`config.mk`:
```
export PLATFORM = sky130hd
export DESIGN_NAME = alu_rr_scheduler
export DESIGN_NICKNAME = d
export VERILOG_FILES = /design/src/rtl/alu_rr_scheduler.sv
export SDC_FILE = /design/constraint.sdc
export NUM_CORES = 1
export LEC_CHECK = 0
export BUFFER_PORTS_ARGS = -buffer_cell sky130_fd_sc_hd__buf_2
export CAP_MARGIN = 25
export CORE_AREA = 2 2 319 321
export DETAILED_ROUTE_END_ITERATION = 12
export DIE_AREA = 0 0 321 323
export HOLD_SLACK_MARGIN = 0.02
export PLACE_DENSITY = 0.38
export SETUP_SLACK_MARGIN = 0.5
export SYNTH_ARGS = -nofsm -noshare
export SYNTH_HDL_FRONTEND = slang
export SYNTH_SLANG_ARGS = --single-unit
export TNS_END_PERCENT = 50
```
`constraint.sdc`:
```
create_clock -name clk -period 2.6 [get_ports clk]
set_input_delay 0.52 -clock clk [delete_from_list [all_inputs] [get_ports clk]]
set_output_delay 0.52 -clock clk [all_outputs]
set_load 0.05 [all_outputs]
```
`src/rtl/alu_rr_scheduler.sv`:
```
// Round-robin issue of NUM_REQ requesters onto one shared ALU through a registered issue
// stage and a registered response stage. Optional illegal-opcode check: ALU_SCHED_ILLEGAL_CHK_EN.
module alu_rr_scheduler #(
    parameter int NUM_REQ = 4,
    parameter int ID_W    = $clog2(NUM_REQ)
) (
    input  logic                  clk,
    input  logic                  rst_n,
    input  logic [NUM_REQ-1:0]    req_valid,
    output logic [NUM_REQ-1:0]    req_ready,
    input  logic [NUM_REQ*64-1:0] req_op_a,
    input  logic [NUM_REQ*64-1:0] req_op_b,
    input  logic [NUM_REQ*5-1:0]  req_opcode,
    output logic [63:0]           alu_op_a,
    output logic [63:0]           alu_op_b,
    output logic [4:0]            alu_opcode,
    input  logic [63:0]           alu_result,
    input  logic                  alu_valid,
    output logic                  rsp_valid,
    input  logic                  rsp_ready,
    output logic [63:0]           rsp_result,
    output logic [ID_W-1:0]       rsp_id,
    output logic                  rsp_err,
    output logic                  busy
);

    logic            iss_vld_reg;
    logic [63:0]     iss_op_a_reg;
    logic [63:0]     iss_op_b_reg;
    logic [4:0]      iss_opcode_reg;
    logic [ID_W-1:0] iss_id_reg;
    logic [ID_W-1:0] rr_ptr_reg;
    logic            rsp_vld_reg;
    logic [63:0]     rsp_result_reg;
    logic [ID_W-1:0] rsp_id_reg;
    logic            rsp_err_reg;

    logic            rsp_adv;
    logic            iss_adv;
    logic            iss_accept;
    logic            iss_err;
    logic            handshake;
    logic            grant_found;
    logic [ID_W-1:0] grant_idx;
    logic [ID_W-1:0] rr_ptr_next;
    logic [63:0]     rsp_result_next;

    logic [ID_W-1:0]    cand_idx   [NUM_REQ];
    logic [NUM_REQ-1:0] cand_vld;
    logic [63:0]        op_a_arr   [NUM_REQ];
    logic [63:0]        op_b_arr   [NUM_REQ];
    logic [4:0]         opcode_arr [NUM_REQ];

    assign rsp_adv    = !rsp_vld_reg || rsp_ready;
    assign iss_adv    = iss_vld_reg && alu_valid && rsp_adv;
    // Gating with rst_n keeps a handshake from being seen on an edge that discards it.
    assign iss_accept = rst_n && (!iss_vld_reg || iss_adv);
    assign handshake  = iss_accept && grant_found;

    genvar gi;
    generate
        for (gi = 0; gi < NUM_REQ; gi++) begin : g_req
            logic [ID_W:0] sum;
            // Candidate gi is the requester gi places after rr_ptr, wrapped modulo NUM_REQ.
            assign sum           = {1'b0, rr_ptr_reg} + (ID_W+1)'(gi);
            assign cand_idx[gi]  = (sum >= (ID_W+1)'(NUM_REQ)) ?
                                   ID_W'(sum - (ID_W+1)'(NUM_REQ)) : sum[ID_W-1:0];
            assign cand_vld[gi]  = req_valid[cand_idx[gi]];
            assign op_a_arr[gi]   = req_op_a[64*gi +: 64];
            assign op_b_arr[gi]   = req_op_b[64*gi +: 64];
            assign opcode_arr[gi] = req_opcode[5*gi +: 5];
            assign req_ready[gi]  = handshake && (grant_idx == ID_W'(gi));
        end
    endgenerate

    // Scan from the far end so the candidate closest to rr_ptr wins.
    always_comb begin
        grant_found = 1'b0;
        grant_idx   = '0;
        for (int k = NUM_REQ - 1; k >= 0; k--) begin
            if (cand_vld[k]) begin
                grant_found = 1'b1;
                grant_idx   = cand_idx[k];
            end
        end
    end

    assign rr_ptr_next = (grant_idx == ID_W'(NUM_REQ - 1)) ? '0 : grant_idx + ID_W'(1);

`ifdef ALU_SCHED_ILLEGAL_CHK_EN
    assign iss_err = (iss_opcode_reg[2:0] == 3'b111);
`else
    assign iss_err = 1'b0;
`endif

    assign rsp_result_next = iss_err ? 64'd0 : alu_result;

    always_ff @(posedge clk) begin
        if (!rst_n) begin
            iss_vld_reg    <= 1'b0;
            iss_op_a_reg   <= '0;
            iss_op_b_reg   <= '0;
            iss_opcode_reg <= '0;
            iss_id_reg     <= '0;
            rr_ptr_reg     <= '0;
            rsp_vld_reg    <= 1'b0;
            rsp_result_reg <= '0;
            rsp_id_reg     <= '0;
            rsp_err_reg    <= 1'b0;
        end else begin
            if (iss_adv) begin
                rsp_vld_reg    <= 1'b1;
                rsp_result_reg <= rsp_result_next;
                rsp_id_reg     <= iss_id_reg;
                rsp_err_reg    <= iss_err;
            end else if (rsp_ready) begin
                rsp_vld_reg    <= 1'b0;
            end

            if (handshake) begin
                iss_vld_reg    <= 1'b1;
                iss_op_a_reg   <= op_a_arr[grant_idx];
                iss_op_b_reg   <= op_b_arr[grant_idx];
                iss_opcode_reg <= opcode_arr[grant_idx];
                iss_id_reg     <= grant_idx;
                rr_ptr_reg     <= rr_ptr_next;
            end else if (iss_adv) begin
                iss_vld_reg    <= 1'b0;
            end
        end
    end

    assign alu_op_a   = iss_op_a_reg;
    assign alu_op_b   = iss_op_b_reg;
    assign alu_opcode = iss_opcode_reg;
    assign rsp_valid  = rsp_vld_reg;
    assign rsp_result = rsp_result_reg;
    assign rsp_id     = rsp_id_reg;
    assign rsp_err    = rsp_err_reg;
    assign busy       = iss_vld_reg || rsp_vld_reg;

endmodule

```
==> out/summary.txt <==
====================================================================================
Io pins ...............................................................          810
Post-synthesis net count ..............................................         1681
Maximum number of buffers from clock root to sink .....................            3
Worst Path Arrival ....................................................      1.99 ns
Hold-fix buffers, CTS .................................................            0
Endpoint of the most critical setup path .............................. req_ready[0]
Sequential element share of the synthesized area ......................        39.6%
Buffer type at the clock tree root ....................................    clkbuf_16
Worst setup slack before clock tree synthesis .........................    0.0544 ns
Die Ht ................................................................       323 um
Min-delay worst type ..................................................       in2reg
Antenna violations before repair ......................................           28
Port bufs .............................................................          808
R2R setup slack .......................................................      0.49 ns
Setup repair after global routing missed its margin ...................         true
Residual antenna-violating net count after detailed routing ...........            0
DRC Markers ...........................................................            0
Layout Utilization ....................................................        17.0%
Weighted congestion at the end of routability-driven global placement .        0.776
Max Clock Freq ........................................................      399 MHz
TritonCTS clock tree ..................................................        built
Final worst setup slack ...............................................    0.0935 ns
Mean number of vias per cell ..........................................         3.55
Cell area after synthesis .............................................    10400 um2
Result of the run ..................................................... finished clean
Via count .............................................................        11400
Register bit total from synthesis .....................................          205
Wire length of the first global-routing pass ..........................     77800 um
Core box area .........................................................   101000 um2
Fraction of layout instances using a drive strength above 1 ...........        50.5%
Worst r2r src ......................................................... rr_ptr_reg[0]
Clock buffers created by TritonCTS ....................................           28
GR Overflow Total .....................................................            0
Mean Syn Cell Area ....................................................     9.61 um2
Worst ir drop on vdd ..................................................     0.494 mV
Max Cap Viol ..........................................................            0
Post-synthesis cell count .............................................         1077
Cells on worst reg2reg path ...........................................            7
Crit start category ...................................................         flop
Leakage Power .........................................................      8.61 nW
Number of global-route vias before repair .............................        11300
Number of unique standard cell types used by synthesis ................           34
Final setup violation count ...........................................            0
Maximum number of pins on one net before global-route repair ..........           71
Smallest hold slack ...................................................     0.149 ns
Source-to-sink clock delay at the later pin of the worst-skew pair ....      0.60 ns
Post-layout net count .................................................         2472
Post-route minimum period .............................................      2.51 ns
DR pass1 iterations ...................................................            4
Max-slew violations ...................................................            0
Req. time, crit path ..................................................      2.08 ns
Reg2reg end ........................................................... alu_op_b[31]
# clock sinks .........................................................          205
Ys Warns ..............................................................            0
Final cycle utilization of the critical path ..........................        96.4%
H-tree Lvls ...........................................................            1
Fillers ...............................................................        11500
P&R area growth vs syn ................................................        65.2%
Half-perimeter wire length after placement ............................     47100 um
Std cell rows .........................................................          117
Type of the worst setup path ..........................................      reg2out
Reg clk slew, reported paths ..........................................      0.06 ns
Critical path capture point type ......................................   output pin
Power density cells ...................................................   722 nW/um2
Starting density of the core ..........................................        10.3%
Hold violation count in the final report ..............................            0
Worst clock skew on the final layout ..................................    0.0267 ns
Final setup TNS .......................................................         0 ns
DRT Wirelength ........................................................     58400 um
Max FO, Critical Path .................................................            4
WL/cell ...............................................................      18.2 um
Die footprint .........................................................   104000 um2
Die width .............................................................       321 um
Initial detailed-routing violation count ..............................          417
Critical Path Source .................................................. rr_ptr_reg[0]
Overall routing resource usage ........................................        10.2%
====================================================================================
-- power by group --
part	internal [W]	switching, W
Clock	0.00229	0.00163
Combinational	0.00162	0.00301
Sequential	0.00356	0.000232
Total	0.00747	0.00488
-- kinds of logic (layout without fill, tap and decap cells) --
| kind of cell | Yosys count | count (layout) | synth area share [%] |
|---|---|---|---|
| AND/OR/NAND/NOR | 292 | 292 | 11.4 |
| multiplexers | 268 | 268 | 25.9 |
| AO/OA/AOI/OAI | 210 | 210 | 16.6 |
| flip-flops | 205 | 205 | 39.6 |
| buffers and inverters | 100 | 909 | 6.31 |
| other | 1 | 13 | 0.0362 |
| XOR/XNOR | 1 | 1 | 0.0846 |
-- worst max-delay path, cell delays in order, from the launching register on --
cell and delay, ns:
dfxtp_2 0.34, and2b_2 0.24, o21ai_2 0.11, a21boi_4 0.24, nand3b_4 0.24, nor2_4 0.06, buf_6 0.15
-- synthesized netlist by cell type (all sizes together) --
library cell	number	area (um2)
nand2	269	1010
mux2i	268	2680
dfxtp	205	4100
o221ai	133	1290
a21oi	70	354
buf	55	484
clkbuf	41	154
nor2	11	51.3
inv	4	15.0
o21ai	4	23.8
nor2b	3	18.8
nand3	2	22.5
or2	2	12.5
a2111oi	1	27.5
a21boi	1	18.8
a31oi	1	6.26
and2	1	6.26
and2b	1	7.51
conb	1	3.75
nand2b	1	6.26
nand3b	1	20.0
nor4	1	21.3
xnor2	1	8.76
-- placed cells by master (no fill, tap or decap), types with 2 or more instances in the layout --
cell type	synthesis	routed
a21oi_1	69	69
buf_12	0	14
buf_16	0	2
buf_2	18	804
buf_4	6	30
buf_6	31	2
buf_8	0	3
clkbuf_1	41	3
clkbuf_16	0	30
clkbuf_8	0	8
clkinv_2	0	5
dfxtp_1	205	202
dfxtp_2	0	2
diode_2	0	12
inv_2	2	3
mux2i_1	268	268
nand2_1	268	268
nor2_1	9	3
nor2_4	1	7
nor2b_2	0	2
o21ai_0	2	2
o221ai_1	113	113
o221ai_2	20	20
or2_2	2	2
-- routing by layer --
metal  GRT usage (%)  vias to the layer above  part of all wire (%)
met5               0                        -                  0.12
met4            2.53                       12                   2.4
met3            4.06                       83                    11
met2            17.7                      523                    48
met1            11.7                     5216                    39
li1                -                     5548                     -
-- timing repair --
action                                  in CTS  in global routing
buffers inserted                             6                  2
gates resized for setup                     16                  5
pin swaps                                    7                  1
endpoints found under the setup margin       9                137
cloned                                       0                  2
-- stage by stage --
step | cells | total power [W] | area, um2
detailed placement | 3137 | 0.00848 | 16000
finish | 3207 | 0.0123 | 17100
global placement | 3137 | 0.00849 | 16000
floorplan | 1077 | 0.00700 | 10400
CTS | 3191 | 0.0126 | 17000
global route | 3195 | 0.0130 | 17100
-- worst min path at each step --
| stage | start | end | slack (ns) | cells after the start |
|---|---|---|---|---|
| after global placement | alu_op_a[8] | alu_op_a[8] | 0.44 | 2 |
| after global routing | alu_result[10] | rsp_result[10] | 0.12 | 3 |
| final | alu_result[46] | rsp_result[46] | 0.15 | 3 |
| after CTS | alu_result[46] | rsp_result[46] | 0.09 | 3 |
| after floorplan | iss_id_reg[0] | rsp_id[0] | 0.43 | 2 |
| after detailed placement | alu_op_b[22] | alu_op_b[22] | 0.44 | 2 |
-- final cells by class --
type                       instances  area [um2]  share of cell area, %
multi-input combinational        772        5680                   33.2
timing repair buffer             857        4700                   27.5
sequential                       205        4110                   24.0
tap                             1309        1640                   9.58
clock buffer                      39         822                   4.81
clock inverter                     9         101                  0.593
antenna                           12        30.0                  0.176
inverter                           4        15.0                 0.0878
Power figures use the tool's default switching activity.
